## config.mk

```make
export PLATFORM = sky130hd
export DESIGN_NAME = bin_to_bcd_serial
export DESIGN_NICKNAME = d
export VERILOG_FILES = /design/src/rtl/bin_to_bcd_serial.sv
export SDC_FILE = /design/constraint.sdc
export NUM_CORES = 1
export LEC_CHECK = 0
export ABC_AREA = 1
export CAP_MARGIN = 15
export CORE_ASPECT_RATIO = 1.5
export CORE_MARGIN = 5
export CORE_UTILIZATION = 54
export DETAILED_ROUTE_END_ITERATION = 12
export PLACE_DENSITY = 0.79
export SYNTH_ARGS = -nofsm -noshare
export SYNTH_HDL_FRONTEND = slang
export SYNTH_SLANG_ARGS = --single-unit
```

## constraint.sdc

```tcl
create_clock -name clk -period 1.4 [get_ports clk]
set_input_delay 0.21 -clock clk [delete_from_list [all_inputs] [get_ports clk]]
set_output_delay 0.21 -clock clk [all_outputs]
set_load 0.03 [all_outputs]
```

## src/rtl/bin_to_bcd_serial.sv

```systemverilog
`default_nettype none
// ============================================================================
//  Module   : bin_to_bcd_serial
//  Brief    : Sequential 16-bit binary to 4-digit packed BCD converter using
//             shift-and-add-3 (double dabble). The input is clamped to
//             MAX_VALUE, and an overflow flag records when clamping happened.
//             The result is held stable between conversions.
//  Revision : 1.0 - initial release
// ============================================================================
module bin_to_bcd_serial #(
   parameter int unsigned MAX_VALUE = 9999
) (
   input  logic        clk,
   input  logic        reset,
   input  logic        start,
   input  logic [15:0] bin_in,
   output logic        busy,
   output logic        done,
   output logic [15:0] bcd_out,
   output logic        overflow
);

   typedef enum logic [1:0] {
      IDLE  = 2'd0,
      SHIFT = 2'd1,
      DONE  = 2'd2
   } state_t;

   localparam logic [15:0] MAX_V = 16'(MAX_VALUE);

   state_t      state;
   logic [15:0] bin_sr;       // binary operand, shifted out MSB first
   logic [15:0] acc;          // BCD accumulator, four nibbles
   logic [4:0]  count;        // shift iterations remaining
   logic        ovf_pending;  // clamp flag for the conversion in flight
   logic [15:0] acc_adj;      // accumulator after the add-3 correction

   // Add 3 to every nibble that is 5 or more, all from pre-adjust values.
   always_comb begin
      acc_adj = acc;
      for (int i = 0; i < 4; i++) begin
         if (acc[4*i +: 4] >= 4'd5) begin
            acc_adj[4*i +: 4] = acc[4*i +: 4] + 4'd3;
         end
      end
   end

   // busy reflects only the shifting phase; the done cycle reads as idle.
   assign busy = (state == SHIFT);

   // Conversion FSM: capture, 16 shift iterations, then publish the result.
   always_ff @(posedge clk) begin
      if (reset) begin
         state       <= IDLE;
         bin_sr      <= 16'h0000;
         acc         <= 16'h0000;
         count       <= 5'd0;
         ovf_pending <= 1'b0;
         done        <= 1'b0;
         bcd_out     <= 16'h0000;
         overflow    <= 1'b0;
      end else begin
         done <= 1'b0;
         case (state)
            IDLE: begin
               if (start) begin
                  bin_sr      <= (bin_in > MAX_V) ? MAX_V : bin_in;
                  ovf_pending <= (bin_in > MAX_V);
                  acc         <= 16'h0000;
                  count       <= 5'd16;
                  state       <= SHIFT;
               end
            end
            SHIFT: begin
               // {acc, bin_sr} shifts left as one 32-bit unit.
               acc    <= {acc_adj[14:0], bin_sr[15]};
               bin_sr <= {bin_sr[14:0], 1'b0};
               count  <= count - 5'd1;
               if (count == 5'd1) begin
                  state <= DONE;
               end
            end
            DONE: begin
               done     <= 1'b1;
               bcd_out  <= acc;
               overflow <= ovf_pending;
               state    <= IDLE;
            end
            default: begin
               state <= IDLE;
            end
         endcase
      end
   end

endmodule
`default_nettype wire

```

# ---- Word-level counts from Yosys, hierarchy flattened
# Cells that the tools add are included.
dict set report word_totals {
  regBits 58
  in_bits 19
  out_inout_bits 19
  word_cells 43
}
dict set report op_classes {
  addsub 5
  order_cmp 5
  eq_ne 5
  muxes 15
  n_reduce_logical 5
}
# op count
set ops {}
lappend ops {{$pmux W16 S2} 2}
lappend ops {{$mux W16} 3}
lappend ops {{$ge A4 B3 Y1 const B} 4}
lappend ops {{$gt A16 B14 Y1 const B} 1}
lappend ops {{$add A4 B2 Y4 const B} 3}
lappend ops {{$mux W4} 3}
lappend ops {{$pmux W5 S2} 1}
lappend ops {{$reduce_and A2 Y1} 3}
lappend ops {{$eq A5 B1 Y1 const B} 1}
lappend ops {{$mux W5} 1}
lappend ops {{$sub A5 B1 Y5 const B} 1}
lappend ops {{$mux W2} 2}
lappend ops {{$pmux W2 S2} 1}
lappend ops {{$add A3 B2 Y3 const B} 1}
lappend ops {{$mux W3} 1}
lappend ops {{$eq A2 B1 Y1 const B} 1}
lappend ops {{$eq A2 B2 Y1 const B} 1}
lappend ops {{$logic_not A2 Y1} 1}
lappend ops {{$ne A2 B1 Y1 const B} 1}
lappend ops {{$ne A2 B2 Y1 const B} 1}
lappend ops {{$reduce_bool A2 Y1} 1}
lappend ops {{$mux W1} 1}

# ---- Logic depth before layout (Yosys ltp)
dict set report logic_depth {
  ltp_word 4
  depth_mapped 10
  mapped_depth_nobuf 9
}

# ---- Worst setup path after synthesis
# Ideal clock, no wire load.
dict set report synth_timing {
  kind {register to register}
  start {register state[0]}
  end {register acc[15]}
  setup_time_ns 0.070
  t_arrival_ns 1.127
  required_ns 1.330
  setup_slack_ns 0.202
  stages_incl_launch_ff 7
  path_buffers 2
  synth_period_minus_slack_ns 1.198
  path_cell_list {dfxtp_1 -> inv_2 -> nor2_2 -> buf_2 -> buf_4 -> nand3_1 -> a21oi_1}
}
dict set report synth_via {
  elab_chain_cells 3
  word_cells_on_any_way 6
  classes_between {eq/ne: 2; mux: 1; reduce/logical: 3}
}
# item line_no
set synth_rtl {}
lappend synth_rtl {{start: declaration} 31} ;# state_t state;
lappend synth_rtl {{start signal: assignment} 54} ;# state <= IDLE;
lappend synth_rtl {{start signal: assignment} 71} ;# state <= SHIFT;
lappend synth_rtl {{start signal: assignment} 80} ;# state <= DONE;
lappend synth_rtl {{$eq A2 B1 Y1 *} -}
lappend synth_rtl {{net busy} 17} ;# output logic busy,
lappend synth_rtl {{$reduce_bool A2 Y1 (no source line)} -}
lappend synth_rtl {{$reduce_and A2 Y1 (no source line)} -}
lappend synth_rtl {{end signal: assignment} 76} ;# acc <= {acc_adj[14:0], bin_sr[15]};
lappend synth_rtl {{end: declaration} 33} ;# logic [15:0] acc;
# Mark *: on every way through the listed nets, which the timed path passes. The rest lies on a longest branch.
# A chain may end at the register's enable or synchronous reset.

# ---- Worst setup path in the final report
dict set report layout_timing {
  start {register acc[5]}
  end {register acc[6]}
}
dict set report layout_via {
  elab_chain_cells 3
  word_cells_on_any_way 4
  classes_between {add/sub: 1; order compare: 1; mux: 2}
}
# item line_no
set layout_rtl {}
lappend layout_rtl {{$add A4 B2 Y4 / $ge A4 B3 Y1 (equally long branches)} {43, 42}}
lappend layout_rtl {{$mux W4 *} 42} ;# if (acc[4*i +: 4] >= 4'd5) begin
lappend layout_rtl {{$pmux W16 S2 *} 64} ;# case (state)
# Every way passes the cells marked *; elsewhere a longest branch is shown, timed or not.

==> impl_metrics.csv <==
group,metric,value,unit
finish,fillers,405,
floorplanning,start_util,55.81,%
finish,area_growth,30.73,%
worst_setup_path,r2r_start,"acc[5]",
global_routing,grt_pass1_wl,10060,microns
global_routing,grt_use_total,19.55,%
global_routing,grt_max_degree,34,
outcome,status,"completed",
route,ant_nets,0,
power,switching_share,24.78,%
worst_setup_path,reg2reg_depth,8,
power,leakage,0.001615,uW
finish,mostFrequentLayoutCells,"nand2_1, dfxtp_1, a21oi_1, inv_1, nor2_1",
finish,final_common_cell,"nand2_1",
route,drt_iter0_markers,204,
worst_setup_path,reg2reg_to,"acc[6]",
worst_setup_path,cp_max_fo,4,
timing,slew_violations,0,
logic_synthesis,ys_warn_count,0,
route,met1_length,2298,microns
worst_setup_path,startpoint_type,"flip-flop",
logic_synthesis,synth-seq-cells,58,
global_routing,gr-total-overflow,0,
clock_tree,cts_sinks,58,
place,port_buffers,37,
power,clockPowerShare,42.7,%
place,dp_hpwl,4126,microns
clock_tree,clk_latency,0.33,ns
clock_tree,htreeDepth,3,
logic_synthesis,netlist_area,0.002728,sq mm
place,placed_cells,492,
worst_setup_path,r2r_setup_slack,0.07,ns
timing,finalHoldViolCount,0,
finish,drive_above_1_share,15.58,%
global_routing,grt_pass1_vias,2478,
logic_synthesis,synthCells,382,
worst_setup_path,worstPathArrival,1.59,ns
place,gp_congestion,0.8248,
power,ir_drop,0.7131,mV
route,drt_first_pass_iters,4,
timing,setup-tns-final,0,ns
floorplanning,io_pins,38,
finish,nets,467,
floorplanning,die_h,97.05,microns
finish,final-instance-count-excl-fill,509,
clock_tree,hold_buffers,0,
logic_synthesis,ys_seq_area_share,42.57,%
route,remaining_drc_errors,0,
worst_setup_path,cp_slowest_stage_delay,0.33,ns
route,postRouteWirelength,6019,microns
run,cap_viol_max_count,0,
logic_synthesis,synth_fp_nets,411,
route,routed_via_density,5.138,
route,top_layer_used,"met4",
route,wl_per_cell,11.83,microns
clock_tree,root_buffer,"clkbuf_8",
finish,final_area,0.003566,sq mm
timing,fin_crit,1.330,ns
hold_path,min_from,"bin_sr[14]",
timing,hold-worst-slack,0.4603,ns
floorplanning,row_count,31,
timing,fmax,751.7,MHz
worst_setup_path,cp.required,1.66,ns
power,power_frac_seq,44.0,%
hold_path,hp-class,"flip-flop to flip-flop",
finish,multi_input_area,0.001306,sq mm
clock_tree,numCtsBuffers,9,
floorplanning,dieWidth,68.03,microns
finish,seq_area,0.001166,sq mm
worst_setup_path,endpoint_kind,"flip-flop",
worst_setup_path,path_cells,"inv_1, ha_1, inv_1, nand2_1, nand3_2, a21oi_1, o21ai_0, a21oi_1",
hold_path,min_path_cells,2,
power,cellInternalPower,2992,uW
route,vias,2615,
worst_setup_path,worstSetupPathType,"flip-flop to flip-flop",
power,p_sw,985.6,uW
timing,period_share,95.02,%
power,power,3978,uW
worst_setup_path,critPathSlowestCell,"dfxtp_2",
worst_setup_path,cp-startpoint,"acc[5]",
power,power.density,1116,mW/mm^2
route,dr_wl_met3,331,microns
hold_path,hold_end,"bin_sr[14]",
timing,final.setup_skew,0.006569,ns
timing,timing.slew.headroom,79.51,%
logic_synthesis,synth.distinct_cells,25,
clock_tree,cts_tree,"done",
logic_synthesis,avgSynthCellArea,7.140,sq um
power,comb_power_share,13.3,%
timing,worstMarginPinSlew,0.3086,ns
timing,finalSetupViolCount,0,
place,placed_cell_area,0.003312,sq mm
floorplanning,dieArea,0.006602,sq mm
clock_tree,clk_pin_slew,0.07,ns
finish,diodes,0,
route,met2_length,3258,microns
clock_tree,clockBufferDepth,2,
global_routing,antenna_found_initial,0,
floorplanning,core,0.004887,sq mm
==> metal layers <==
metal | track usage, % | vias to the layer above
li1 | - | 1357
met1 | 19.16 | 1165
met2 | 35.36 | 79
met3 | 3.592 | 14
met4 | 12.25 | 0
met5 | 0 | -
==> cell families after synthesis <==
kind of cell	after synthesis	synth area share [%]
simple gates	128	20.05
compound gates	108	20.78
buf+inv	75	11.06
flops	58	42.57
fa+ha+maj	10	4.587
xor+xnor	3	0.9635
==> worst max-delay path by stage <==
stage / endpoint / slack (ns) / depth (start not counted)
floorplan: acc[15] / 0.20 / 6
global placement: ovf_pending / -0.05 / 6
detailed placement: ovf_pending / -0.09 / 6
CTS: busy / 0.008 / 4
global route: acc[14] / -0.006 / 8
finish: acc[6] / 0.07 / 8
==> Yosys cell counts <==
master	n	area share [%]
inv_1	53	7.3
o21ai_0	37	6.8
buf_4	1	0.28
nand4_1	12	2.8
clkbuf_1	8	1.1
a21oi_2	1	0.32
nand2_4	1	0.41
a21boi_1	4	1.1
o211ai_1	2	0.55
inv_2	5	0.69
a22oi_1	1	0.28
o32ai_1	1	0.32
dfxtp_1	58	43
buf_6	1	0.41
a31oi_1	1	0.23
o21ai_1	7	1.3
nor2_2	2	0.46
ha_1	10	4.6
buf_2	7	1.3
nand3_1	14	2.6
nor2_1	38	5.2
xor2_1	3	0.96
nand3_2	1	0.37
a21oi_1	54	9.9
nand2_1	60	8.3
==> flip-flops by register name, summed over array words and instances (netlist names) <==
signal and cells:
done 1, ovf_pending 1, state 2, acc 16
overflow 1, bin_sr 16, bcd_out 16, count 5
==> power by group through the flow <==
| stage | logic (uW) | registers (uW) | clock network [uW] |
|---|---|---|---|
| global placement | 515 | 1790 | 0 |
| global route | 599 | 1760 | 1790 |
| floorplan | 311 | 1800 | 0 |
| finish | 530 | 1750 | 1700 |
| detailed placement | 524 | 1790 | 0 |
| CTS | 529 | 1750 | 1720 |
==> per-stage QoR <==
step	util (%)	setup WS [ns]
after floorplan	-	0.2025
after global placement	67.77	-0.05006
after detailed placement	67.77	-0.08768
after CTS	72.02	0.007802
after global routing	72.96	-0.005710
final	72.96	0.06966
==> worst max-delay path, delay by kind of cell (launching register included) <==
family                   cells  cell delay, ns
AND/OR/NAND/NOR              2            0.22
flip-flops                   1            0.33
adder cells (fa/ha/maj)      1            0.19
buffers and inverters        2            0.15
AO/OA/AOI/OAI                3            0.37
==> area by class of cell <==
cell class	instances	share of cell area, %
Multi-Input combinational cell	249	36.63
Sequential cell	58	32.70
Timing Repair Buffer	62	16.11
Inverter	58	6.105
Clock buffer	11	3.965
Tap cell	66	2.316
Clock inverter	5	2.175
==> repair_timing <==
item / CTS / global route
buffers inserted: 1 / 0
setup endpoints to repair: 19 / 15
cloned: 0 / 0
pin swaps: 0 / 2
gates resized for setup: 19 / 21
(Power assumes the default switching activity.)
